[config.mk]
export PLATFORM = sky130hd
export DESIGN_NAME = tuner_phy_ctrl_arb
export DESIGN_NICKNAME = d
export VERILOG_FILES = /design/src/rtl/tuner_phy_pkg.sv /design/src/rtl/tuner_phy_rr_arb.sv /design/src/rtl/tuner_phy_ctrl_arb.sv
export SDC_FILE = /design/constraint.sdc
export NUM_CORES = 1
export LEC_CHECK = 0
export BUFFER_PORTS_ARGS = -buffer_cell sky130_fd_sc_hd__clkbuf_2
export CAP_MARGIN = 0
export CORE_MARGIN = 3
export CORE_UTILIZATION = 54
export DETAILED_ROUTE_END_ITERATION = 7
export PLACE_DENSITY = 0.84
export SLEW_MARGIN = 20
export SYNTH_ARGS = -nofsm -noshare
export SYNTH_HDL_FRONTEND = slang
export SYNTH_HIERARCHICAL = 1
export SYNTH_SLANG_ARGS = --single-unit
[constraint.sdc]
create_clock -name clk -period 3 [get_ports clk]
set_clock_uncertainty 0.15 [all_clocks]
set_input_delay 0.15 -clock clk [delete_from_list [all_inputs] [get_ports clk]]
set_output_delay 0.15 -clock clk [all_outputs]
set_load 0.02 [all_outputs]
[src/rtl/tuner_phy_pkg.sv]
// ----------------------------------------------------------------------------
// tuner_phy_pkg
// Shared types for the tuner PHY control path.
//   tuner_phy_ctrl_arb_state_e : transaction FSM state of tuner_phy_ctrl_arb
//   tuner_ctrl_ch_e            : requesting controller (also the req/rsp index)
//   CNT_W                      : width of the settle/timeout counter
//   cnt_sat_inc()              : saturating increment for that counter
//   ch_onehot()                : channel -> per-channel strobe vector
// ----------------------------------------------------------------------------
package tuner_phy_pkg;

    localparam int CNT_W = 8;

    typedef enum logic [1:0] {
        ARB_CTRL_INIT   = 2'd0,
        ARB_CTRL_TUNE   = 2'd1,
        ARB_CTRL_SYNC   = 2'd2,
        ARB_CTRL_COMMIT = 2'd3
    } tuner_phy_ctrl_arb_state_e;

    typedef enum logic {
        CH_SEARCH = 1'b0,
        CH_LOCK   = 1'b1
    } tuner_ctrl_ch_e;

    // Counter stops at all-ones instead of wrapping back to zero.
    function automatic logic [CNT_W-1:0] cnt_sat_inc(input logic [CNT_W-1:0] v);
        logic [CNT_W-1:0] r;
        if (v == {CNT_W{1'b1}}) begin
            r = v;
        end else begin
            r = v + CNT_W'(1);
        end
        return r;
    endfunction

    function automatic logic [1:0] ch_onehot(input tuner_ctrl_ch_e ch);
        logic [1:0] r;
        if (ch == CH_LOCK) begin
            r = 2'b10;
        end else begin
            r = 2'b01;
        end
        return r;
    endfunction

endpackage

[src/rtl/tuner_phy_rr_arb.sv]
// ----------------------------------------------------------------------------
// tuner_phy_rr_arb
// Two-way round-robin grant, purely combinational.
//   req_i        : per-channel request, index = tuner_ctrl_ch_e
//   last_grant_i : channel granted most recently
//   grant_o      : chosen channel (only meaningful with grant_vld_o)
//   grant_vld_o  : at least one channel is requesting
// A lone requester always wins; on contention the channel that did not win
// last time is chosen.
// ----------------------------------------------------------------------------
module tuner_phy_rr_arb
    import tuner_phy_pkg::*;
(
    input  logic [1:0]     req_i,
    input  tuner_ctrl_ch_e last_grant_i,
    output tuner_ctrl_ch_e grant_o,
    output logic           grant_vld_o
);

    // Grant selection from the request vector and round-robin history.
    always_comb begin
        grant_o     = CH_SEARCH;
        grant_vld_o = 1'b0;
        case (req_i)
            2'b01: begin
                grant_o     = CH_SEARCH;
                grant_vld_o = 1'b1;
            end
            2'b10: begin
                grant_o     = CH_LOCK;
                grant_vld_o = 1'b1;
            end
            2'b11: begin
                if (last_grant_i == CH_SEARCH) begin
                    grant_o = CH_LOCK;
                end else begin
                    grant_o = CH_SEARCH;
                end
                grant_vld_o = 1'b1;
            end
            default: begin
                grant_o     = CH_SEARCH;
                grant_vld_o = 1'b0;
            end
        endcase
    end

endmodule

[src/rtl/tuner_phy_ctrl_arb.sv]
// ----------------------------------------------------------------------------
// tuner_phy_ctrl_arb
// Arbitrates tuner-code requests from the search and lock controllers onto
// the single tuner DAC. One granted request = one transaction:
//   INIT (handshake) -> TUNE (code strobe) -> SYNC (settle, then wait for a
//   fresh power sample or timeout) -> COMMIT (response pulse) -> INIT.
// Ports:
//   clk, rst_n        : clock, asynchronous active-low reset
//   req_valid/ready   : per-channel request handshake (ready only in INIT)
//   req_code          : per-channel code, [ch*CODE_W +: CODE_W]
//   rsp_valid         : one-cycle pulse to the owning channel in COMMIT
//   rsp_pwr, rsp_err  : captured sample / timeout flag, held between responses
//   tuner_code(_valid): DAC code (changes only at a handshake) and its strobe
//   pwr_valid, pwr_data: power-detector sample stream
//   arb_state         : current FSM state
//   active_ch         : channel owning the current transaction
// ----------------------------------------------------------------------------
module tuner_phy_ctrl_arb
    import tuner_phy_pkg::*;
#(
    parameter int                CODE_W         = 8,
    parameter int                PWR_W          = 8,
    parameter int                SETTLE_CYCLES  = 4,
    parameter int                TIMEOUT_CYCLES = 64,
    parameter logic [CODE_W-1:0] CODE_RESET     = {CODE_W{1'b0}}
) (
    input  logic                clk,
    input  logic                rst_n,
    input  logic [1:0]          req_valid,
    input  logic [2*CODE_W-1:0] req_code,
    output logic [1:0]          req_ready,
    output logic [1:0]          rsp_valid,
    output logic [PWR_W-1:0]    rsp_pwr,
    output logic                rsp_err,
    output logic [CODE_W-1:0]   tuner_code,
    output logic                tuner_code_valid,
    input  logic                pwr_valid,
    input  logic [PWR_W-1:0]    pwr_data,
    output logic [1:0]          arb_state,
    output logic                active_ch
);

    // Terminal counts; the counter restarts at zero between the settle and
    // wait phases so both windows fit in CNT_W bits independently.
    localparam logic [CNT_W-1:0] SETTLE_LAST  = CNT_W'(SETTLE_CYCLES - 1);
    localparam logic [CNT_W-1:0] TIMEOUT_LAST = CNT_W'(TIMEOUT_CYCLES - 1);
    localparam logic             TIMEOUT_EN   = (TIMEOUT_CYCLES != 0);

    tuner_phy_ctrl_arb_state_e state_q, state_d;
    tuner_ctrl_ch_e            active_q, active_d;
    tuner_ctrl_ch_e            last_grant_q, last_grant_d;
    logic [CODE_W-1:0]         code_q, code_d;
    logic                      code_vld_q, code_vld_d;
    logic [CNT_W-1:0]          cnt_q, cnt_d;
    logic                      settled_q, settled_d;
    logic [1:0]                rsp_valid_q, rsp_valid_d;
    logic [PWR_W-1:0]          rsp_pwr_q, rsp_pwr_d;
    logic                      rsp_err_q, rsp_err_d;

    tuner_ctrl_ch_e            grant_s;
    logic                      grant_vld_s;
    logic [CODE_W-1:0]         code_sel_s;
    logic [1:0]                req_ready_s;

    tuner_phy_rr_arb u_rr_arb (
        .req_i        (req_valid),
        .last_grant_i (last_grant_q),
        .grant_o      (grant_s),
        .grant_vld_o  (grant_vld_s)
    );

    assign code_sel_s = (grant_s == CH_LOCK) ? req_code[2*CODE_W-1:CODE_W]
                                             : req_code[CODE_W-1:0];

    // Ready is offered only in INIT, and only to the granted (requesting) channel.
    always_comb begin
        req_ready_s = 2'b00;
        if ((state_q == ARB_CTRL_INIT) && grant_vld_s) begin
            req_ready_s = ch_onehot(grant_s);
        end else begin
            req_ready_s = 2'b00;
        end
    end

    // Transaction FSM next-state and registered-output next values.
    always_comb begin
        state_d      = state_q;
        active_d     = active_q;
        last_grant_d = last_grant_q;
        code_d       = code_q;
        code_vld_d   = 1'b0;
        cnt_d        = cnt_q;
        settled_d    = settled_q;
        rsp_valid_d  = 2'b00;
        rsp_pwr_d    = rsp_pwr_q;
        rsp_err_d    = rsp_err_q;
        case (state_q)
            ARB_CTRL_INIT: begin
                if (grant_vld_s) begin
                    code_d       = code_sel_s;
                    code_vld_d   = 1'b1;
                    active_d     = grant_s;
                    last_grant_d = grant_s;
                    state_d      = ARB_CTRL_TUNE;
                end else begin
                    state_d      = ARB_CTRL_INIT;
                end
            end
            ARB_CTRL_TUNE: begin
                cnt_d     = {CNT_W{1'b0}};
                settled_d = 1'b0;
                state_d   = ARB_CTRL_SYNC;
            end
            ARB_CTRL_SYNC: begin
                if (!settled_q) begin
                    // Settle phase: samples are stale, only count.
                    if (cnt_q == SETTLE_LAST) begin
                        cnt_d     = {CNT_W{1'b0}};
                        settled_d = 1'b1;
                    end else begin
                        cnt_d     = cnt_sat_inc(cnt_q);
                    end
                end else if (pwr_valid) begin
                    rsp_pwr_d   = pwr_data;
                    rsp_err_d   = 1'b0;
                    rsp_valid_d = ch_onehot(active_q);
                    state_d     = ARB_CTRL_COMMIT;
                end else if (TIMEOUT_EN && (cnt_q == TIMEOUT_LAST)) begin
                    rsp_pwr_d   = {PWR_W{1'b0}};
                    rsp_err_d   = 1'b1;
                    rsp_valid_d = ch_onehot(active_q);
                    state_d     = ARB_CTRL_COMMIT;
                end else begin
                    cnt_d       = cnt_sat_inc(cnt_q);
                end
            end
            ARB_CTRL_COMMIT: begin
                state_d = ARB_CTRL_INIT;
            end
            default: begin
                state_d = ARB_CTRL_INIT;
            end
        endcase
    end

    // State and output registers; reset abandons any transaction silently.
    always_ff @(posedge clk or negedge rst_n) begin
        if (!rst_n) begin
            state_q      <= ARB_CTRL_INIT;
            active_q     <= CH_SEARCH;
            last_grant_q <= CH_LOCK;
            code_q       <= CODE_RESET;
            code_vld_q   <= 1'b0;
            cnt_q        <= {CNT_W{1'b0}};
            settled_q    <= 1'b0;
            rsp_valid_q  <= 2'b00;
            rsp_pwr_q    <= {PWR_W{1'b0}};
            rsp_err_q    <= 1'b0;
        end else begin
            state_q      <= state_d;
            active_q     <= active_d;
            last_grant_q <= last_grant_d;
            code_q       <= code_d;
            code_vld_q   <= code_vld_d;
            cnt_q        <= cnt_d;
            settled_q    <= settled_d;
            rsp_valid_q  <= rsp_valid_d;
            rsp_pwr_q    <= rsp_pwr_d;
            rsp_err_q    <= rsp_err_d;
        end
    end

    assign req_ready        = req_ready_s;
    assign rsp_valid        = rsp_valid_q;
    assign rsp_pwr          = rsp_pwr_q;
    assign rsp_err          = rsp_err_q;
    assign tuner_code       = code_q;
    assign tuner_code_valid = code_vld_q;
    assign arb_state        = state_q;
    assign active_ch        = active_q;

endmodule

==> tab_implementation.tex <==
\begin{tabular}{lr}
\hline
Metric & Value \\
\hline
\multicolumn{2}{l}{\textbf{Status}} \\
\quad Outcome & finished with violations \\
\quad Failing checks & hold timing \\
\multicolumn{2}{l}{\textbf{Floorplan}} \\
\quad Area of the die & 3753 um\^{}2 \\
\quad Boundary pin count & 54 \\
\quad Initial standard-cell utilization of the core & 58.29\% \\
\quad Vertical die dimension & 61.26 um \\
\quad Core Box Area & 2829 um\^{}2 \\
\quad Die X-Extent & 61.26 um \\
\quad Row Count & 19 \\
\multicolumn{2}{l}{\textbf{Routing}} \\
\quad Routed length on met1 & 1699 um \\
\quad Vias & about 1.6k \\
\quad Post-route antenna net violation count & 0 \\
\quad TritonRoute pass-1 iters & 4 \\
\quad DR DRC count & 0 \\
\quad Met3 layer wire length in the routed design & $\sim$260 um \\
\quad Count of routing violations after the opening detailed-route iteration & 82 \\
\quad Post-DR wirelength/cell & 15.57 um \\
\quad DR vias/cell & 5.749 \\
\quad Met2 wire length & about 2300 um \\
\quad Uppermost signal routing layer after detailed routing & met4 \\
\quad Routed WL & 4345 um \\
\multicolumn{2}{l}{\textbf{Synth}} \\
\quad Summed instance area of the synthesized netlist & around 1600 um\^{}2 \\
\quad Number of library cell types mapped by synthesis & 36 \\
\quad Commonest cells in the netlist & sky130\_fd\_sc\_hd\_\_dfrtp\_1 (32), sky130\_fd\_sc\_hd\_\_nand2\_1 (32), sky130\_fd\_sc\_hd\_\_o21ai\_0 (29) \\
\quad \#FFs+latches synth & 33 \\
\quad EDFF count, synth & 0 \\
\quad Synth top area cells & sky130\_fd\_sc\_hd\_\_dfrtp\_1 (49\%), sky130\_fd\_sc\_hd\_\_o21ai\_0 (8.8\%), sky130\_fd\_sc\_hd\_\_nand2\_1 (7.3\%), sky130\_fd\_sc\_hd\_\_mux2i\_1 (6.7\%), sky130\_fd\_sc\_hd\_\_ha\_1 (3.8\%) \\
\quad Primary FF master, synth & sky130\_fd\_sc\_hd\_\_dfrtp\_1 \\
\quad Fraction of the yosys area taken by sequential cells & 50.15\% \\
\quad Count of warnings emitted by yosys & 6 \\
\quad Cell count after synthesis & around 170 \\
\quad Post-synthesis async set-or-reset flop share & 100.0\% \\
\quad Average cell area after synthesis & 9.644 um\^{}2 \\
\quad Number of nets produced by synthesis & 205 \\
\quad Cell taking the most area after synthesis & sky130\_fd\_sc\_hd\_\_dfrtp\_1 \\
\quad Post-synth top area share & 48.56\% \\
\multicolumn{2}{l}{\textbf{Placed design}} \\
\quad Input/output buffers & 53 \\
\quad Post-DP Area & between 1500 and 2000 um\^{}2 \\
\quad Final estimated routing congestion in global placement & between 0.8 and 0.9 \\
\quad Post-Place Setup Slack & between 0.8 and 0.9 ns \\
\quad HPWL reported at the end of detailed placement & between 2000 and 3000 um \\
\multicolumn{2}{l}{\textbf{Pwr}} \\
\quad Power per cell area & 348.1 nW/um\^{}2 \\
\quad Static Leak & 1.124 nW \\
\quad IR Drop Worst-Case VDD & about 0.29 mV \\
\quad Total Power & $\sim$0.76 mW \\
\multicolumn{2}{l}{\textbf{STA}} \\
\quad Final setup violation count & 0 \\
\quad Transition time of the tightest slew-check pin & roughly 0.8 ns \\
\quad Hold Vio Cnt, Final & 1 \\
\quad Setup WS post-layout & 0.7800 ns \\
\quad Final period util & 74.00\% \\
\quad Post-Route Setup TNS & 0 ns \\
\quad Hold Worst Slack & -0.002942 ns \\
\quad Count of pins over their slew limit & 0 \\
\quad Maximum operating frequency & 450.5 MHz \\
\quad Unrepaired setup endpoints after global routing & false \\
\quad Worst-case headroom to the max-slew limit & 46.73\% \\
\quad Shortest period the worst path allows & roughly 2.2 ns \\
\multicolumn{2}{l}{\textbf{Setup path}} \\
\quad Critical path start-end classification & flip-flop to output port \\
\quad Worst reg2reg endpoint & cnt\_q[6]\$\_DFFE\_PN0P\_ \\
\quad Startpoint of the most critical register-to-register path & cnt\_q[0]\$\_DFFE\_PN0P\_ \\
\quad Critical Path Most Common Cell & sky130\_fd\_sc\_hd\_\_inv\_1 \\
\quad Depth of the worst register-to-register path & 5 \\
\quad CP startpoint kind & flip-flop \\
\quad Highest cell delay on the worst timing path & 0.42 ns \\
\quad Critical path arrival & approximately 1.9 ns \\
\quad Critical path, cell by cell & inv\_1, ha\_1, nand2\_1, inv\_1, nand2\_1, inv\_1, clkbuf\_2 \\
\quad Maximum fanout encountered on the critical timing path & 19 \\
\quad Minimum setup slack among reg-to-reg paths & 0.84 ns \\
\quad Slowest stage cell on the critical path & sky130\_fd\_sc\_hd\_\_nand2\_1 \\
\quad Crit path required time & 2.70 ns \\
\quad Cell family with the largest share of critical-path delay & simple AND/OR/NAND/NOR gates \\
\quad Element type at the critical path end & output port \\
\quad Worst path buffer plus inverter count & 4 \\
\multicolumn{2}{l}{\textbf{Hold path}} \\
\quad Hold EP & tuner\_code[1]\$\_DFFE\_PN0P\_ \\
\quad Hold-critical path depth & 3 \\
\quad Worst Hold Launch & req\_code[9] \\
\quad Tightest Hold Check Type & input port to flip-flop \\
\multicolumn{2}{l}{\textbf{GRT}} \\
\quad Maximum number of pins on one net before global-route repair & 34 \\
\quad Vias in the first global route & 1562 \\
\quad Combined global-route utilization of all metal layers & $\sim$25\% \\
\quad First-pass GRT wire length & 6865 um \\
\quad Global route total overflow & 0 \\
\quad Antenna violations before repair & 0 \\
\multicolumn{2}{l}{\textbf{Clocking}} \\
\quad TritonCTS clock tree & done \\
\quad Clock-pin slew reported for the worst setup and hold paths after clock tree synthesis & 0.10 ns \\
\quad CTS H-tree depth & 2 \\
\quad Clock sink count & 33 \\
\quad Buffer cell driving the clock tree root & sky130\_fd\_sc\_hd\_\_clkbuf\_4 \\
\quad Post-CTS Setup Bufs & 0 \\
\quad Hold bufs inserted after CTS & 22 \\
\quad Number of gates given a new drive strength after cts & 0 \\
\quad Clock network latency to the later pin of the worst-skew pair & 0.33 ns \\
\quad Maximum count of clock buffers along a single path & 2 \\
\quad Number of buffers added by the clock tree synthesis step & 5 \\
\multicolumn{2}{l}{\textbf{Final layout}} \\
\quad Area growth from synthesis to layout & 33.00\% \\
\quad Fraction of final layout cells sized beyond drive strength 1 & 26.61\% \\
\quad Footprint of the multi-input gates & between 700 and 800 um\^{}2 \\
\quad Reg area & 827.0 um\^{}2 \\
\quad Final nets & 282 \\
\quad Number of antenna repair diodes & 0 \\
\quad Final non-filler cell area & roughly 2200 um\^{}2 \\
\quad Filler instances & 193 \\
\multicolumn{2}{l}{\textbf{Job}} \\
\quad Number of violations of the max-capacitance limit & 0 \\
\hline
\end{tabular}
## final cells by class
type / instances / area share [%]
timing repair buffer: 77 / 22.82
inverter: 6 / 1.027
clock buffer: 7 / 2.510
tap: 31 / 1.768
sequential: 33 / 37.71
multi-input combinational: 125 / 34.17
## tightest hold or removal path: cells and delay by family
kind / cells / cell delay (ns)
mux: 1 / 0.11
compound gates: 1 / 0.09
buf+inv: 1 / 0.08
## layer usage
metal | vias to the layer above | global-route usage (%)
met5 | - | 0
met4 | 0 | 13.00
li1 | 758 | -
met2 | 65 | 43.20
met1 | 769 | 27.96
met3 | 12 | 7.757
## worst max path at each step
stage,from,endpoint,slack (ns),cells after the start
6_report,arb_state[0]$_DFFE_PN0P_,req_ready[1],0.78,7
3_3_place_gp,cnt_q[0]$_DFFE_PN0P_,cnt_q[0]$_DFFE_PN0P_,0.98,5
4_1_cts,arb_state[0]$_DFFE_PN0P_,req_ready[1],0.79,7
3_5_place_dp,cnt_q[0]$_DFFE_PN0P_,cnt_q[6]$_DFFE_PN0P_,0.90,5
5_1_grt,arb_state[0]$_DFFE_PN0P_,req_ready[1],0.60,7
2_1_floorplan,cnt_q[0]$_DFFE_PN0P_,rsp_pwr[0]$_DFFE_PN0P_,1.02,6
## state kept, by name, summed over array words and instances (netlist names), 2 cells and up
name and cells:
arb_state 2, rsp_valid 2, tuner_code 8, rsp_pwr 8, cnt_q 8
## power by group
| part | leakage (nW) | internal (mW) | total [mW] | switching [mW] |
|---|---|---|---|---|
| sequential | 0.427 | 0.445 | 0.445 | 0 |
| clock | 0.0314 | 0.111 | 0.249 | 0.139 |
| combinational | 0.666 | 0.0415 | 0.0696 | 0.0281 |
## cell families (layout without fill, tap and decap cells)
| logic type | after synthesis | in the layout | synth area share [%] |
|---|---|---|---|
| simple gates | 60 | 60 | 17.30 |
| compound gates | 49 | 49 | 17.68 |
| flops | 33 | 33 | 50.15 |
| buf+inv | 13 | 90 | 4.400 |
| fa+ha+maj | 5 | 5 | 3.794 |
| mux | 11 | 11 | 6.677 |
## metrics by stage
stage	util [%]	cells
after global placement	67.80	250
after global routing	77.53	279
after detailed placement	67.80	250
final	77.53	279
after CTS	77.53	279
after floorplan	-	171
## layout by cell type, fill, tap and decap left out, types with 2 or more instances in the layout
master                          netlist  final
sky130_fd_sc_hd__a31oi_1              4      4
sky130_fd_sc_hd__ha_1                 5      5
sky130_fd_sc_hd__nand3_1              9      9
sky130_fd_sc_hd__inv_1                6      6
sky130_fd_sc_hd__clkbuf_4             0      5
sky130_fd_sc_hd__dlygate4sd3_1        0     22
sky130_fd_sc_hd__nor2_1               5      5
sky130_fd_sc_hd__nand2_1             32     32
sky130_fd_sc_hd__buf_4                0      2
sky130_fd_sc_hd__a21oi_1              6      6
sky130_fd_sc_hd__clkbuf_2             0     53
sky130_fd_sc_hd__nor3_1               2      2
sky130_fd_sc_hd__o2bb2ai_1            2      2
sky130_fd_sc_hd__dfrtp_1             32     32
sky130_fd_sc_hd__o21ai_0             29     29
sky130_fd_sc_hd__mux2i_1             11     11
Note: power is estimated with default switching activity, not from simulation.
